===== config.mk =====
export PLATFORM = sky130hd
export DESIGN_NAME = uart_rx_fifo
export DESIGN_NICKNAME = d
export VERILOG_FILES = /design/src/rtl/uart_pkg.sv /design/src/rtl/uart_fifo_mem.sv /design/src/rtl/uart_rx_fifo.sv
export SDC_FILE = /design/constraint.sdc
export NUM_CORES = 1
export LEC_CHECK = 0
export CORE_MARGIN = 2
export CORE_UTILIZATION = 35
export DETAILED_ROUTE_END_ITERATION = 7
export HOLD_SLACK_MARGIN = 0.12
export SLEW_MARGIN = 20
export SYNTH_ARGS = -nofsm -noshare
export SYNTH_HDL_FRONTEND = slang
export SYNTH_HIERARCHICAL = 1
export SYNTH_SLANG_ARGS = --single-unit

===== constraint.sdc =====
create_clock -name clk -period 3.05 [get_ports clk]
set_input_delay 0.4575 -clock clk [delete_from_list [all_inputs] [get_ports clk]]
set_output_delay 0.4575 -clock clk [all_outputs]
set_load 0.05 [all_outputs]

===== src/rtl/uart_pkg.sv =====
// Shared UART constants and the receive-queue entry layout.
// The depth and threshold defaults are also used by the TX-side queue.
package uart_pkg;

    localparam int UART_DATA_W       = 8;
    localparam int UART_RXQ_W        = 9;
    localparam int RXQ_DEPTH         = 16;
    localparam int RXQ_THRESH        = 8;
    localparam int RXQ_TIMEOUT_TICKS = 80;

    typedef struct packed {
        logic                   perr;
        logic [UART_DATA_W-1:0] data;
    } rxq_entry_t;

    // Pack a received byte and its parity flag into one queue entry.
    function automatic rxq_entry_t rxq_pack(input logic perr, input logic [UART_DATA_W-1:0] data);
        rxq_entry_t e;
        e.perr = perr;
        e.data = data;
        return e;
    endfunction

endpackage


===== src/rtl/uart_fifo_mem.sv =====
// Register-array storage: one synchronous write port, one asynchronous read port.
// Contents are deliberately not reset; the pointers alone define what is valid.
module uart_fifo_mem #(
    parameter int WIDTH = 9,
    parameter int DEPTH = 16
) (
    input  logic                     clk,
    input  logic                     we,
    input  logic [$clog2(DEPTH)-1:0] waddr,
    input  logic [WIDTH-1:0]         wdata,
    input  logic [$clog2(DEPTH)-1:0] raddr,
    output logic [WIDTH-1:0]         rdata
);

    logic [WIDTH-1:0] mem_q [DEPTH];

    // Write port
    always_ff @(posedge clk) begin
        if (we) begin
            mem_q[waddr] <= wdata;
        end
    end

    assign rdata = mem_q[raddr];

endmodule


===== src/rtl/uart_rx_fifo.sv =====
// UART receive queue: first-word-fall-through FIFO with level, threshold,
// sticky overflow and receive-idle timeout status for interrupt generation.
module uart_rx_fifo
    import uart_pkg::*;
#(
    parameter int DEPTH         = RXQ_DEPTH,
    parameter int THRESH        = RXQ_THRESH,
    parameter int TIMEOUT_TICKS = RXQ_TIMEOUT_TICKS
) (
    input  logic                     clk,
    input  logic                     rst,
    input  logic                     brclk_x2,
    input  logic [UART_DATA_W-1:0]   rx_data,
    input  logic                     rx_perr,
    input  logic                     rx_ready,
    output logic [UART_DATA_W-1:0]   rd_data,
    output logic                     rd_perr,
    output logic                     rd_valid,
    input  logic                     rd_ready,
    output logic [$clog2(DEPTH):0]   count,
    output logic                     empty,
    output logic                     full,
    output logic                     thr,
    output logic                     overflow,
    input  logic                     ovf_clr,
    output logic                     timeout
);

    localparam int AW = $clog2(DEPTH);
    localparam int CW = AW + 1;
    localparam int TW = $clog2(TIMEOUT_TICKS + 1);

    logic [AW-1:0] wp_q, wp_d, rp_q, rp_d;
    logic [CW-1:0] count_q, count_d;
    logic          ovf_q, ovf_d;
    logic [TW-1:0] tmo_q, tmo_d;

    logic          push_s, pop_s, wr_en_s, empty_s, full_s;
    rxq_entry_t    wr_entry_s, rd_entry_s;

    uart_fifo_mem #(
        .WIDTH (UART_RXQ_W),
        .DEPTH (DEPTH)
    ) u_mem (
        .clk   (clk),
        .we    (wr_en_s),
        .waddr (wp_q),
        .wdata (wr_entry_s),
        .raddr (rp_q),
        .rdata (rd_entry_s)
    );

    // Handshake decode; a full queue still accepts a byte when the head leaves in the same cycle
    always_comb begin
        empty_s    = (count_q == CW'(0));
        full_s     = (count_q == CW'(DEPTH));
        push_s     = rx_ready;
        pop_s      = !empty_s && rd_ready;
        wr_en_s    = push_s && (!full_s || pop_s);
        wr_entry_s = rxq_pack(rx_perr, rx_data);
    end

    // Next-state for pointers, level and sticky overflow
    always_comb begin
        if (wr_en_s) begin
            wp_d = wp_q + AW'(1);
        end else begin
            wp_d = wp_q;
        end
        if (pop_s) begin
            rp_d = rp_q + AW'(1);
        end else begin
            rp_d = rp_q;
        end
        case ({wr_en_s, pop_s})
            2'b10:   count_d = count_q + CW'(1);
            2'b01:   count_d = count_q - CW'(1);
            default: count_d = count_q;
        endcase
        // a dropped byte takes priority over a coincident clear
        if (push_s && !wr_en_s) begin
            ovf_d = 1'b1;
        end else if (ovf_clr) begin
            ovf_d = 1'b0;
        end else begin
            ovf_d = ovf_q;
        end
    end

    // Idle timeout: restart on any queue activity or while empty, saturate at the limit
    always_comb begin
        if (push_s || pop_s || empty_s) begin
            tmo_d = TW'(0);
        end else if (brclk_x2 && (tmo_q != TW'(TIMEOUT_TICKS))) begin
            tmo_d = tmo_q + TW'(1);
        end else begin
            tmo_d = tmo_q;
        end
    end

    // State registers
    always_ff @(posedge clk or posedge rst) begin
        if (rst) begin
            wp_q    <= AW'(0);
            rp_q    <= AW'(0);
            count_q <= CW'(0);
            ovf_q   <= 1'b0;
            tmo_q   <= TW'(0);
        end else begin
            wp_q    <= wp_d;
            rp_q    <= rp_d;
            count_q <= count_d;
            ovf_q   <= ovf_d;
            tmo_q   <= tmo_d;
        end
    end

    // Outputs depend only on registered state
    always_comb begin
        rd_data  = rd_entry_s.data;
        rd_perr  = rd_entry_s.perr;
        rd_valid = !empty_s;
        count    = count_q;
        empty    = empty_s;
        full     = full_s;
        thr      = (count_q >= CW'(THRESH));
        overflow = ovf_q;
        timeout  = (tmo_q == TW'(TIMEOUT_TICKS)) && !empty_s;
    end

endmodule

After elaboration in Yosys (flattened, before gate mapping):

Memories as Yosys holds them, arrays and structs flattened.
Index checks and enable logic that the tools add are counted.

* register bits after elaboration: 21
* bits in writable memories: 144
* input port bits: 15
* output and inout bits: 20
* logic and storage cells: 39
* memories: 1

Memory list
* u_mem.mem_q: words 16, bits a word 9, read ports 1, clocked after Yosys merged registers in 0, write ports 1, line uart_fifo_mem.sv:15 `logic [WIDTH-1:0] mem_q [DEPTH];`

* $add $sub $neg: 5
* order comparisons: 1
* eq/ne operators: 5
* muxes and demuxes: 7
* reductions and logical operators: 15

Operator list (number)
* $mux 7: 2
* $pmux 5 s2: 1
* $add 4x1->4 const B: 2
* $add 7x1->7 const B: 1
* $eq 7x7->1 const B: 1
* $ne 7x7->1 const B: 1
* $reduce_bool 2->1: 3
* $add 5x1->5 const B: 1
* $eq 5x5->1 const B: 1
* $ge 5x4->1 const B: 1
* $logic_and 1x1->1: 5
* $logic_not 5->1: 1
* $sub 5x1->5 const B: 1
* $mux 1: 4
* $logic_not 1->1: 3
* $logic_or 1x1->1: 3
* $eq 2x1->1 const B: 1
* $eq 2x2->1 const B: 1

Depth between registers and ports, before layout:

Gate-level depths: netlist of run 1.

* word-level depth: 8
* depth in mapped cells: 7
* mapped depth without buffers: 7

By module:

The synthesis of run 1 kept the hierarchy.

Modules (own cells, without submodules)
* uart_fifo_mem: instances 1, cells each 245, area each 5600.4 um^2, sequential area each 4324.1 um^2
* uart_rx_fifo: instances 1, cells each 133, area each 1290.0 um^2, sequential area each 525.5 um^2

Worst setup path before layout of run 1:

No wires, ideal clock.

* path kind: register to output
* start: reg count_q[0], in the netlist count[0]
* end: out timeout
* data arrival time: 2.997 ns
* required time: 2.592 ns
* path slack: -0.405 ns
* cell stages (with the launch flop): 5
* buffers on the path: 0
* cells stage by stage: dfrtp_1 > nor3_1 > nand2_1 > inv_1 > nor3b_1

* longest elaborated chain between the ends: 3

RTL lines
* start, declared: line uart_rx_fifo.sv:34 `logic [CW-1:0] count_q, count_d;`
* start signal, assigned: line uart_rx_fifo.sv:112 `count_q <= count_d;`
* $logic_not 5->1: line uart_rx_fifo.sv:55 `empty_s = (count_q == CW'(0));`
* $logic_not 1->1
* net rd_valid: line uart_rx_fifo.sv:18 `output logic rd_valid,`
* $logic_and 1x1->1: line uart_rx_fifo.sv:128 `timeout = (tmo_q == TW'(TIMEOUT_TICKS)) && !empty_s;`
* end, declared: line uart_rx_fifo.sv:26 `output logic timeout`

The timed path passes the listed nets, and every way through them passes these cells.

Final worst setup path of run 1:

* start: reg count_q[1], in the netlist count[1]
* end: out empty

* longest elaborated chain between the ends: 1

RTL lines
* $logic_not 5->1: line uart_rx_fifo.sv:55
* end, declared: line uart_rx_fifo.sv:21 `output logic empty,`

Every way passes these cells.

==> impl_metrics.csv, run 1 <==
group,metric,value,unit
power,power_density,954,nW/um^2
yosys,yosys_warnings,6,
worst_setup_path,required,2.59,ns
timing,period_share,93.8,%
place,port_buffers,34,
die,die_w,144,microns
timing,fin_tns_setup,0,ns
yosys,synth_simple_gate_area_share,5.94,%
yosys,ys_ff_latch,165,
worst_setup_path,r2r_slack,0.46,ns
yosys,synthDistinctLibCells,49,
layout,final_nets,471,
timing,finalSetupViolCount,0,
die,row_count,51,
die,die_y,144,microns
yosys,synth_top_area_cell,"edfxtp_1",
timing,maxSlewViolCount,0,
layout,final_util,42.6,%
yosys,ys_seq_area_share,70.4,%
route,viasPerCell,5.00,
yosys,netlist_instances,378,
place,pre_cts_slack,0.268,ns
power,leakagePower,2.86,nW
clock_tree,cts_tree,"built",
route,drt_iter0_markers,209,
grt,grt_max_degree,40,
timing,max_freq,350,MHz
layout,n_antenna_cell,0,
timing,hold_viol,0,
layout,drive_gt1_share,21.7,%
clock_tree,ctsHtreeMaxLevel,4,
route,postRouteAntennaNets,0,
place,gp_congestion,0.814,
clock_tree,cts-root-buf,"clkbuf_16",
timing,finalClockSkew,0.0104,ns
timing,rsz0062_at_grt,"false",
yosys,synth_edf_count,144,
die,die-area,20800,sq um
yosys,netlist_area,6890,sq um
place,placed_cell_area,7660,sq um
timing,slew_headroom,43.6,%
die,io_pins,35,
yosys,synthAdderAreaFrac,1.56,%
yosys,syn_area_per_cell,18.2,sq um
worst_setup_path,critPathCapture,"empty",
route,drt-total-wl,13300,microns
route,drt-pass1-iter-count,4,
yosys,syn-num-nets,401,
yosys,synth_flop_cell,"edfxtp_1",
worst_setup_path,cp_max_fo,9,
yosys,synth_mux_area_share,13.2,%
die,initial_core_util,35.5,%
layout,final_cell_mix,"144 x edfxtp_1, 37 x buf_4, 26 x nor2_1",
worst_setup_path,r2r_start,"count[4]",
place,place_hpwl,8650,microns
worst_hold_path,hp-class,"input pin to asynchronous set/reset pin",
die,coreArea,19400,sq um
worst_setup_path,timing.rr.end,"count[4]",
clock_tree,clkTransAtPathRegs,0.06,ns
yosys,synth_compound_area_share,4.90,%
timing,hold_slack,0.501,ns
yosys,async_flop_share,12.7,%
route,wl_per_cell,18.4,microns
clock_tree,insertion_delay,0.43,ns
clock_tree,cts_num_sinks,165,
layout,post-route-cell-area,8260,sq um
layout,final_common_cell,"edfxtp_1",
grt,grt_antenna_before_repair,0,
yosys,synth_xor_area_share,1.78,%
clock_tree,holdBufCountCts,0,
grt,grt_pass1_vias,3700,
grt,overflow,0,
worst_setup_path,end_kind,"primary output",
flow_run,max_cap_viol_count,0,
worst_setup_path,crit_arrival,2.40,ns
worst_setup_path,startpoint_type,"register",
layout,syn_to_final_growth,19.9,%
worst_setup_path,crit_type,"register to primary output",
worst_setup_path,critPathLaunch,"count[1]",
yosys,synth_top_area_share,62.8,%
yosys,synthTopCellsByArea,"edfxtp_1 63%, dfrtp_1 7.6%, mux4_2 6.9%, mux4_1 5.7%, a22oi_1 2.0%",
yosys,synth_top_family_by_area,"multiplexers",
timing,worst_pin_slew,0.846,ns
clock_tree,cts-buffers-inserted,17,
route,vias,3627,
outcome,status,"complete, no violations",
grt,grt_use_total,13.9,%
timing,layout_setup_ws,0.191,ns
grt,grt_pass1_wl,20900,microns
worst_setup_path,r2r_cells,7,
timing,layout_min_cycle_time,2.86,ns
route,drc,0,
clock_tree,cts_max_path_buffers,2,
power,ir_drop,0.437,mV
-- sequential cells by signal, summed over array words and instances, names as in the netlist --
| register | count |
|---|---|
| count | 5 |
| overflow | 1 |
| rp_q | 4 |
| u_mem/mem_q | 144 |
| tmo_q | 7 |
| wp_q | 4 |
-- timing repair --
action	CTS	global route
endpoints found under the setup margin	0	2
gates resized for setup	0	1
buffers inserted	0	3
-- how the worst min path moves through the flow --
stage                          end  slack (ns)  cells after the start
after floorplan           count[0]        0.43                      1
after global placement     wp_q[3]        0.53                      1
after detailed placement   wp_q[3]        0.52                      1
after CTS                  wp_q[3]        0.53                      1
after global routing       wp_q[3]        0.55                      1
final                     overflow        0.50                      2
-- cells in the mapped netlist, drive strengths merged, types with 2 or more instances --
library cell	instances
nand3b	3
nand2b	5
or3	2
xor2	6
nand3	2
o41ai	2
xnor2	8
inv	10
a21oi	7
o221a	2
buf	9
nor3	6
nor2b	4
edfxtp	144
ha	7
a211oi	4
clkbuf	3
nand4	4
nor3b	3
nand2	22
mux2	3
dfrtp	21
nor2	26
o21ai	5
a22oi	18
mux4	36
o211ai	2
-- worst max-delay path, cell delays in order, from the launching register on --
cell and delay [ns]:
dfrtp_1 0.51, nor3_1 0.28, buf_4 0.17, nand2_1 0.09, inv_1 0.11, clkdlybuf4s50_1 0.81
-- report_power, final --
group          total, W  switching [W]  internal [W]  leakage (nW)
combinational   0.00276        0.00164       0.00113          1.02
sequential      0.00301       0.000257       0.00276          1.56
clock           0.00210       0.000885       0.00122         0.283
-- per-layer routing --
layer  up-vias  wire, microns  global-route usage [%]  part of all wire (%)
met3        11            555                    3.74                   4.2
li1       1670              -                       -                     -
met2        79           6770                    23.5                    51
met4         0            118                    3.99                  0.89
met1      1867           5870                    17.6                    44
met5         -              0                       0                     0
-- kinds of logic (layout without fill, tap and decap cells) --
| family | Yosys count | count (layout) |
|---|---|---|
| flip-flops | 165 | 165 |
| buffers and inverters | 23 | 105 |
| multiplexers | 40 | 40 |
| AND/OR/NAND/NOR | 82 | 82 |
| adder cells (fa/ha/maj) | 8 | 8 |
| XOR/XNOR | 14 | 14 |
| AO/OA/AOI/OAI | 46 | 46 |
-- cell type report --
class | count | area, sq um
clock buffer | 18 | 429
sequential | 165 | 4850
tap | 265 | 332
timing repair buffer | 64 | 571
inverter | 10 | 37.5
multi-input combinational | 190 | 1890
fill | 1760 | 11100
clock inverter | 13 | 148
-- through the flow --
step                power [W]  cells
floorplan             0.00503    378
global placement      0.00579    691
detailed placement    0.00584    691
CTS                   0.00795    722
global route          0.00826    725
finish                0.00788    725
Note: power is estimated with default switching activity, not from simulation.
==> inputs of run 2 (changes only) <==
- TNS_END_PERCENT: default -> 10
==> results of run 2 <==
Same layout as run 1: the final DEF is identical, and so are final timing and power.
==> inputs of run 3 (changes only) <==
- RECOVER_POWER: default -> 50
- SLEW_MARGIN: 20 -> default
==> run 3 against run 2 <==
  * Cell area is essentially flat
  * Final cell count is the same
  * Sequential power is essentially flat
  * Critical path type unchanged
  * Largest power group unchanged
==> impl_metrics.csv, run 3 (synthesis gave the netlist of run 1 again) <==
group,metric,value,unit
route,drt_iter0_markers,211,
route,wl_per_cell,18.4,microns
timing,max_freq,349,MHz
power,finalPower,0.00788,W
route,drt-total-wl,13300,microns
worst_hold_path,min_to,"wp_q[3]",
grt,overflow,0,
route,vias,3630,
clock_tree,cts-root-buf,"clkbuf_16",
worst_hold_path,hp-class,"register to register",
layout,regArea,4850,sq um
worst_setup_path,timing.rr.end,"count[4]",
layout,largest_reg_flops,144,
grt,grt_use_total,13.9,%
layout,drive_gt1_share,21.5,%
place,port_buffers,34,
layout,post-route-cell-area,8260,sq um
layout,final_cell_mix,"144 x edfxtp_1, 36 x buf_4, 26 x nor2_1",
power,leakagePower,2.86,nW
flow_run,max_cap_viol_count,0,
worst_setup_path,r2r_slack,0.46,ns
die,initial_core_util,35.5,%
timing,slew_headroom,43.5,%
die,coreArea,19400,sq um
worst_setup_path,cp_max_fo,9,
power,power_density,954,nW/um^2
clock_tree,holdBufCountCts,0,
timing,layout_min_cycle_time,2.86,ns
timing,finalClockSkew,0.00887,ns
outcome,status,"complete, no violations",
timing,fin_tns_setup,0,ns
die,die-area,20800,sq um
timing,hold_viol,0,
layout,n_antenna_cell,0,
grt,grt_pass1_wl,20900,microns
worst_hold_path,min-delay-start,"wp_q[3]",
route,drt-pass1-iter-count,4,
place,gp_congestion,0.814,
layout,final_util,42.6,%
die,die_w,144,microns
die,row_count,51,
worst_setup_path,r2r_start,"count[4]",
grt,grt_max_degree,40,
layout,largest_register,"u_mem/mem_q",
timing,worst_pin_slew,0.847,ns
worst_setup_path,startpoint_type,"register",
worst_setup_path,required,2.59,ns
layout,final_nets,471,
timing,finalSetupViolCount,0,
layout,syn_to_final_growth,19.8,%
die,die_y,144,microns
worst_setup_path,end_kind,"primary output",
clock_tree,cts_max_path_buffers,2,
grt,grt_antenna_before_repair,0,
timing,maxSlewViolCount,0,
place,placed_cell_area,7660,sq um
layout,nFillCells,1760,
worst_hold_path,worstHoldPathCells,1,
route,viasPerCell,5.01,
grt,grt_pass1_vias,3700,
worst_setup_path,crit_arrival,2.40,ns
layout,final_common_cell,"edfxtp_1",
timing,period_share,93.8,%
die,io_pins,35,
timing,rsz0062_at_grt,"false",
worst_setup_path,crit_type,"register to primary output",
timing,layout_setup_ws,0.189,ns
power,ir_drop,0.440,mV
worst_setup_path,r2r_cells,7,
route,postRouteAntennaNets,0,
place,place_hpwl,8650,microns
layout,multi_input_area,1890,sq um
clock_tree,insertion_delay,0.43,ns
clock_tree,cts-buffers-inserted,17,
clock_tree,clkTransAtPathRegs,0.06,ns
route,drc,0,
clock_tree,cts_tree,"built",
clock_tree,ctsHtreeMaxLevel,4,
place,pre_cts_slack,0.268,ns
clock_tree,cts_num_sinks,165,
==> run 3: cell types whose count changed in the layout (fill, tap and decap cells not counted) <==
cell             delta
dlygate4sd3_1      +10
clkdlybuf4s50_1    -10
buf_4               -1
clkbuf_1            +1
==> run 3: how the worst max path moves through the flow <==
stage                          end  depth (start not counted)      from
after global routing         empty                          5  count[1]
after detailed placement  count[4]                          8  rx_ready
after CTS                  timeout                          6  count[1]
after floorplan            timeout                          4  count[0]
final                        empty                          5  count[1]
after global placement    count[4]                          8  rx_ready
==> run 3: layout make-up <==
cell class / instances / area share [%]
Sequential cell: 165 / 58.8
Multi-Input combinational cell: 190 / 22.9
Timing Repair Buffer: 64 / 6.86
Clock buffer: 18 / 5.20
Tap cell: 265 / 4.02
Clock inverter: 13 / 1.79
Inverter: 10 / 0.455
==> run 3: critical path, cell delays in order, from the launching register on <==
cell             delay (ns)
dfrtp_1                0.51
nor3_1                 0.28
buf_4                  0.17
nand2_1                0.09
inv_1                  0.11
clkdlybuf4s50_1        0.81
==> run 3: metrics by stage <==
stage / std cells / hold slack [ns]
after floorplan: 378 / 0.434
after global placement: 691 / 0.533
after detailed placement: 691 / 0.522
after CTS: 722 / 0.530
after global routing: 725 / 0.548
final: 725 / 0.533
==> run 3: layer usage <==
layer	up-vias	part of all wire [%]	global-route usage, %
li1	1670	-	-
met1	1869	44	17.6
met2	78	51	23.5
met3	13	4.2	3.74
met4	0	0.91	3.99
met5	-	0	0
==> run 3: power by group <==
part           switching [W]  internal, W  total, W
clock               0.000887      0.00122   0.00211
combinational        0.00163      0.00112   0.00276
sequential          0.000258      0.00276   0.00301
total                0.00278      0.00510   0.00788
==> run 3: what timing repair did <==
action                     in CTS  in global routing
setup endpoints to repair       0                  2
buffers inserted                0                  3
gates resized for setup         0                  1
